$ cat src/rtl/booth_mac_accumulator_pkg.sv
// Shared types and constants for the Booth multiply-accumulate dot-product engine.
// Saturation limits are returned as 32-bit patterns; callers truncate to their own width.
package booth_mac_accumulator_pkg;

  typedef enum logic [1:0] {
    ACCUM = 2'd0,
    FLUSH = 2'd1,
    DONE  = 2'd2
  } mac_state_e;

  localparam int TERM_W = 8;
  localparam int OP_W   = 8;
  localparam int PROD_W = 16;

  function automatic logic [31:0] satMaxBits(input int unsigned accW);
    return (32'h1 << (accW - 1)) - 32'h1;
  endfunction

  // The negative limit is the bitwise complement of the positive one.
  function automatic logic [31:0] satMinBits(input int unsigned accW);
    return ~satMaxBits(accW);
  endfunction

endpackage

$ cat src/rtl/booth_mac_accumulator_if.sv
// Operand/result handshake bundle between a producer/consumer and the MAC engine.
interface booth_mac_accumulator_if #(
  parameter int ACC_W = 20
);

  logic                    clear;
  logic                    in_valid;
  logic                    in_ready;
  logic signed [7:0]       in_a;
  logic signed [7:0]       in_b;
  logic                    out_valid;
  logic                    out_ready;
  logic signed [ACC_W-1:0] out_acc;
  logic                    out_sat;

  modport master (
    output clear, in_valid, in_a, in_b, out_ready,
    input  in_ready, out_valid, out_acc, out_sat
  );

  modport slave (
    input  clear, in_valid, in_a, in_b, out_ready,
    output in_ready, out_valid, out_acc, out_sat
  );

endinterface

$ cat src/rtl/booth_mac_accumulator_booth_multiplier.sv
// Combinational 8x8 signed radix-4 Booth multiplier producing a 16-bit product.
module booth_multiplier
  import booth_mac_accumulator_pkg::*;
(
  input  logic signed [OP_W-1:0]   a_i,
  input  logic signed [OP_W-1:0]   b_i,
  output logic signed [PROD_W-1:0] product_o
);

  logic        [OP_W:0]     bExt;
  logic signed [PROD_W-1:0] aExt;

  // Each 3-bit window of the multiplier selects a digit in {-2,-1,0,1,2}.
  function automatic logic signed [PROD_W-1:0] partial(
    input logic [2:0]               grp,
    input logic signed [PROD_W-1:0] mcand
  );
    logic signed [PROD_W-1:0] pp;
    case (grp)
      3'b001, 3'b010: pp = mcand;
      3'b011:         pp = mcand <<< 1;
      3'b100:         pp = -(mcand <<< 1);
      3'b101, 3'b110: pp = -mcand;
      default:        pp = '0;
    endcase
    return pp;
  endfunction

  assign aExt = {{(PROD_W-OP_W){a_i[OP_W-1]}}, a_i};
  assign bExt = {b_i, 1'b0};

  assign product_o = partial(bExt[2:0], aExt)
                   + (partial(bExt[4:2], aExt) <<< 2)
                   + (partial(bExt[6:4], aExt) <<< 4)
                   + (partial(bExt[8:6], aExt) <<< 6);

endmodule

$ cat src/rtl/booth_mac_accumulator.sv
// Saturating dot-product engine: accepts LEN operand pairs, accumulates their Booth
// products one cycle after acceptance, then holds the result until it is consumed.
module booth_mac_accumulator
  import booth_mac_accumulator_pkg::*;
#(
  parameter int LEN   = 4,
  parameter int ACC_W = 20
) (
  input logic                      clk,
  input logic                      rst,
  booth_mac_accumulator_if.slave   bus
);

  localparam logic [ACC_W-1:0]  SAT_MAX    = ACC_W'(satMaxBits(ACC_W));
  localparam logic [ACC_W-1:0]  SAT_MIN    = ACC_W'(satMinBits(ACC_W));
  localparam logic [TERM_W-1:0] LAST_TERM  = TERM_W'(LEN - 1);
  localparam logic [TERM_W-1:0] TERM_LIMIT = TERM_W'(LEN);

  mac_state_e               state_q, state_d;
  logic [TERM_W-1:0]        termCount_q, termCount_d;
  logic [ACC_W-1:0]         acc_q, acc_d;
  logic                     sat_q, sat_d;
  logic signed [OP_W-1:0]   opA_q, opA_d;
  logic signed [OP_W-1:0]   opB_q, opB_d;
  logic                     pipeValid_q, pipeValid_d;

  logic signed [PROD_W-1:0] product;
  logic [ACC_W:0]           sum;
  logic                     inXfer;
  logic                     outXfer;

  booth_multiplier uMult (
    .a_i       (opA_q),
    .b_i       (opB_q),
    .product_o (product)
  );

  assign bus.in_ready  = (state_q == ACCUM);
  assign bus.out_valid = (state_q == DONE);
  assign bus.out_acc   = acc_q;
  assign bus.out_sat   = sat_q;

  assign inXfer  = bus.in_valid && bus.in_ready;
  assign outXfer = bus.out_valid && bus.out_ready;

  // One guard bit is enough: |acc| + |product| always fits in ACC_W+1 bits.
  assign sum = {acc_q[ACC_W-1], acc_q}
             + {{(ACC_W+1-PROD_W){product[PROD_W-1]}}, product};

  always_comb begin
    state_d     = state_q;
    termCount_d = termCount_q;
    acc_d       = acc_q;
    sat_d       = sat_q;
    opA_d       = opA_q;
    opB_d       = opB_q;
    pipeValid_d = 1'b0;

    if (pipeValid_q) begin
      if (sum[ACC_W] != sum[ACC_W-1]) begin
        acc_d = sum[ACC_W] ? SAT_MIN : SAT_MAX;
        sat_d = 1'b1;
      end else begin
        acc_d = sum[ACC_W-1:0];
      end
    end

    if (inXfer) begin
      opA_d       = bus.in_a;
      opB_d       = bus.in_b;
      pipeValid_d = 1'b1;
      if (termCount_q != TERM_LIMIT) begin
        termCount_d = termCount_q + 1'b1;
      end
    end

    unique case (state_q)
      ACCUM: begin
        if (inXfer && (termCount_q == LAST_TERM)) begin
          state_d = FLUSH;
        end
      end
      FLUSH: state_d = DONE;
      DONE: begin
        if (outXfer) begin
          state_d     = ACCUM;
          acc_d       = '0;
          sat_d       = 1'b0;
          termCount_d = '0;
        end
      end
      default: state_d = ACCUM;
    endcase

    // Abort wins over everything except reset, including an operand arriving this cycle.
    if (bus.clear) begin
      state_d     = ACCUM;
      acc_d       = '0;
      sat_d       = 1'b0;
      termCount_d = '0;
      pipeValid_d = 1'b0;
    end
  end

  always_ff @(posedge clk) begin
    if (rst) begin
      state_q     <= ACCUM;
      termCount_q <= '0;
      acc_q       <= '0;
      sat_q       <= 1'b0;
      opA_q       <= '0;
      opB_q       <= '0;
      pipeValid_q <= 1'b0;
    end else begin
      state_q     <= state_d;
      termCount_q <= termCount_d;
      acc_q       <= acc_d;
      sat_q       <= sat_d;
      opA_q       <= opA_d;
      opB_q       <= opB_d;
      pipeValid_q <= pipeValid_d;
    end
  end

endmodule

$ cat src/flat_wrapper.sv
// flat-port wrapper written by rule: the top's interface ports become plain ports
module booth_mac_accumulator_flat import booth_mac_accumulator_pkg::*;
#(
  parameter int LEN   = 4,
  parameter int ACC_W = 20
)
  (clk, rst, bus_clear, bus_in_valid, bus_in_a, bus_in_b, bus_out_ready, bus_in_ready, bus_out_valid, bus_out_acc, bus_out_sat);
  booth_mac_accumulator_if #(.ACC_W(ACC_W)) bus_i ();
  input logic clk;
  input logic rst;
  input wire logic [$bits(bus_i.clear)-1:0] bus_clear;
  input wire logic [$bits(bus_i.in_valid)-1:0] bus_in_valid;
  input wire logic [$bits(bus_i.in_a)-1:0] bus_in_a;
  input wire logic [$bits(bus_i.in_b)-1:0] bus_in_b;
  input wire logic [$bits(bus_i.out_ready)-1:0] bus_out_ready;
  output wire logic [$bits(bus_i.in_ready)-1:0] bus_in_ready;
  output wire logic [$bits(bus_i.out_valid)-1:0] bus_out_valid;
  output wire logic [$bits(bus_i.out_acc)-1:0] bus_out_acc;
  output wire logic [$bits(bus_i.out_sat)-1:0] bus_out_sat;
  assign bus_i.clear = bus_clear;
  assign bus_i.in_valid = bus_in_valid;
  assign bus_i.in_a = bus_in_a;
  assign bus_i.in_b = bus_in_b;
  assign bus_i.out_ready = bus_out_ready;
  assign bus_in_ready = bus_i.in_ready;
  assign bus_out_valid = bus_i.out_valid;
  assign bus_out_acc = bus_i.out_acc;
  assign bus_out_sat = bus_i.out_sat;
  booth_mac_accumulator #(.LEN(LEN), .ACC_W(ACC_W)) u_core (.clk(clk), .rst(rst), .bus(bus_i));
endmodule
$ cat config.mk
export PLATFORM = sky130hd
export DESIGN_NAME = booth_mac_accumulator_flat
export DESIGN_NICKNAME = d
export VERILOG_FILES = /design/src/rtl/booth_mac_accumulator_pkg.sv /design/src/rtl/booth_mac_accumulator_if.sv /design/src/rtl/booth_mac_accumulator_booth_multiplier.sv /design/src/rtl/booth_mac_accumulator.sv /design/src/flat_wrapper.sv
export SDC_FILE = /design/constraint.sdc
export NUM_CORES = 1
export LEC_CHECK = 0
export ABC_AREA = 1
export BUFFER_PORTS_ARGS = -buffer_cell sky130_fd_sc_hd__buf_2
export CAP_MARGIN = 10
export CELL_PAD_IN_SITES_DETAIL_PLACEMENT = 1
export CELL_PAD_IN_SITES_GLOBAL_PLACEMENT = 1
export CORE_MARGIN = 2
export CORE_UTILIZATION = 48
export DETAILED_ROUTE_END_ITERATION = 16
export PLACE_DENSITY = 0.95
export SLEW_MARGIN = 0
export SYNTH_ARGS = -nofsm -noshare
export SYNTH_HDL_FRONTEND = slang
export SYNTH_HIERARCHICAL = 1
export SYNTH_SLANG_ARGS = --single-unit
$ cat constraint.sdc
create_clock -name clk -period 8.8 [get_ports clk]
set_input_delay 0.88 -clock clk [delete_from_list [all_inputs] [get_ports clk]]
set_output_delay 0.88 -clock clk [all_outputs]
set_load 0.005 [all_outputs]
==> results.cfg <==
[global_route]
grtUsageTotal_pct = 27.0
grt_pass1_vias = 5841
grt_overflow_total = 0
grt_pass1_wl_um = 28100
grt_max_degree = 27
antenna_found_initial = 0

[sta]
worst_pin_slew_ns = 0.816
hold_viol_final = 0
slew_viol_final = 0
rsz0062_at_grt = false
slew_headroom_pct = 45.4
setup_viol = 0
finalSetupTns_ns = 0
clock_skew_ns = 0.00777
min_period_over_period_pct = 71.8
fin_crit_ns = 6.32
fmaxAchievable_mhz = 158

[floorplanning]
placementRows = 39
die_w_um = 112
core_mm2 = 0.0114
dieHeight_um = 112
io_pins = 44
initial_core_util_pct = 49.3
die_area_mm2 = 0.0126

[placed_design]
gp_congestion = 1.00
placed_cells = 997
port_buffers = 43
dpl.hpwl_um = 13500

[logic_synthesis]
synth_area_leaders = dfxtp_1 (17%), nand2_1 (14%), ha_1 (8.9%), fa_1 (7.8%), inv_1 (6.7%)
synthFlopType = dfxtp_1
syn_inst = 824
synth_fp_nets = 907
ys_ff_latch = 48
synth.top_cell.area_share_pct = 17.1
ys_async_sr_fraction_pct = 0
yosys_warnings = 6
synth_largest_area_cell = dfxtp_1
yosysSeqAreaShare_pct = 17.1
synth_area_per_cell_um2 = 6.83
synthesis.area_mm2 = 0.00563
synth.distinct_cells = 50
synth_edf_count = 0

[final_layout]
mostFrequentLayoutCells = nand2_1 (204), inv_1 (101), a21oi_1 (71)
syn_to_final_growth_pct = 8.16
antenna_cells = 0
drive_gt1_share_pct = 16.6
finalNonFillerCells = 1005
nets = 944
final_common_cell = nand2_1

[clocking]
ctsHoldBuffers = 0
htreeDepth = 2
cts_tree = done
cts-root-buf = clkbuf_16
clkSinkCount = 48
numCtsBuffers = 5
clkLatencyLatePin_ns = 0.30
post-cts-setup-buffers = 0
cts_resized = 0
cts_buffer_depth = 2
clk_pin_slew_ns = 0.07

[worst_setup_path]
crit_end = u_core/bus.out_acc[2]
cp-start-kind = register
arrival_ns = 6.49
r2r-start = u_core/opA_q[0]
ff2ff_setup_slack_ns = 2.48
worst-setup-path-type = reg2reg
cp.required_ns = 8.98
crit_fanout = 17
slowest_delay_ns = 0.54
crit_start = u_core/opA_q[0]
worst_setup_path_end_kind = register
rr_worst_depth = 36
cp_slowest_cell = fa_1
regToRegEndpoint = u_core/bus.out_acc[2]

[routing]
drt_iter0_drc = 377
viasPerCell = 5.75
dr.pass1.iters = 5
vias = 5775
wirelength_um = 17000
drc = 0
wl_per_cell_um = 16.9
ant_nets = 0

[pwr]
p_leak_nw = 2.98
irDropWorstVdd_v = 0.000107
power.total_mw = 0.902
powerDensity_mw_per_mm2 = 148

[run]
maxCapViolCount = 0

[min_path]
hp-class = reg2reg

[outcome]
outcome = finished clean
## synthesized netlist by cell type (2+ instances only)
library cell  count
nand2_1         204
inv_1           101
a21oi_1          71
nor2_1           68
dfxtp_1          48
ha_1             40
nand3_1          32
o21ai_0          30
fa_1             22
inv_2            19
xor2_1           17
nand2_2          16
o22ai_1          14
nand3_2          13
nand4_1          11
o221ai_1         11
a21oi_4          10
clkbuf_1         10
nor2_4            9
xnor2_1           9
a31oi_1           5
nand2_4           5
nor2_2            5
nor3_1            4
o21bai_1          4
a221oi_1          3
buf_6             3
inv_4             3
nand3_4           3
o2111ai_1         3
o211ai_1          3
o21ai_1           3
and2_1            2
and3_1            2
clkinv_1          2
nand3b_1          2
o21a_1            2
o21ai_2           2
or2_4             2
## flip-flops by register name, indices dropped and copies added, names as in the netlist
register            cells
u_core/opA_q            8
u_core/pipeValid_q      1
u_core/opB_q            8
u_core/termCount_q      8
u_core/bus.out_acc     20
u_core/bus.out_sat      1
u_core/state_q          2
## worst max-delay path, delay by kind of cell (launching register included)
family | cells | cell delay [ns]
fa+ha+maj | 5 | 2.06
compound gates | 7 | 1.10
flops | 1 | 0.37
buf+inv | 7 | 0.74
simple gates | 17 | 1.91
## per-layer routing
layer	up-vias	global-route usage (%)	part of all wire, %
li1	2773	-	-
met1	2782	34.6	43
met2	195	48.0	50
met3	25	4.27	5.7
met4	0	6.18	1.3
met5	-	0	0
## area by class of cell
type,count,area (um2)
multi-input cells,637,4100
repair buffers,44,223
clock inverters,3,23.8
flip-flops and latches,48,961
fillers,1576,5330
well taps,143,179
clock buffers,5,125
inverters,125,477
## power breakdown
group          total [mW]  switching (mW)  internal (mW)
Sequential          0.234         0.00964          0.225
Combinational       0.470           0.316          0.154
Clock               0.197          0.0913          0.106
## worst min path at each step
stage                             from            endpoint  cells past startpoint
floorplan           u_core/bus.out_sat  u_core/bus.out_sat                      2
global placement    u_core/bus.out_sat  u_core/bus.out_sat                      2
detailed placement  u_core/bus.out_sat  u_core/bus.out_sat                      2
CTS                 u_core/bus.out_sat  u_core/bus.out_sat                      2
global route        u_core/bus.out_sat  u_core/bus.out_sat                      2
finish              u_core/bus.out_sat  u_core/bus.out_sat                      2
## cells by family (layout without fill, tap and decap cells)
logic type	count (synthesis)	count (layout)	share of synthesized area [%]
AO/OA/AOI/OAI	164	164	18.8
XOR/XNOR	27	27	4.33
flip-flops	48	48	17.1
adder cells (fa/ha/maj)	62	62	16.7
AND/OR/NAND/NOR	384	384	33.0
buffers and inverters	139	177	10.1
## stage by stage
step	utilization (%)	worst slack [ns]	hold WS (ns)	instance area [um2]
6_report	53.3	2.48	0.461	6090
5_1_grt	53.3	1.97	0.503	6090
4_1_cts	53.3	2.52	0.467	6090
3_5_place_dp	52.0	2.52	0.456	5940
3_3_place_gp	52.0	2.70	0.438	5940
2_1_floorplan	-	3.50	0.447	5630
No activity file was read; power rests on OpenSTA's default activity.
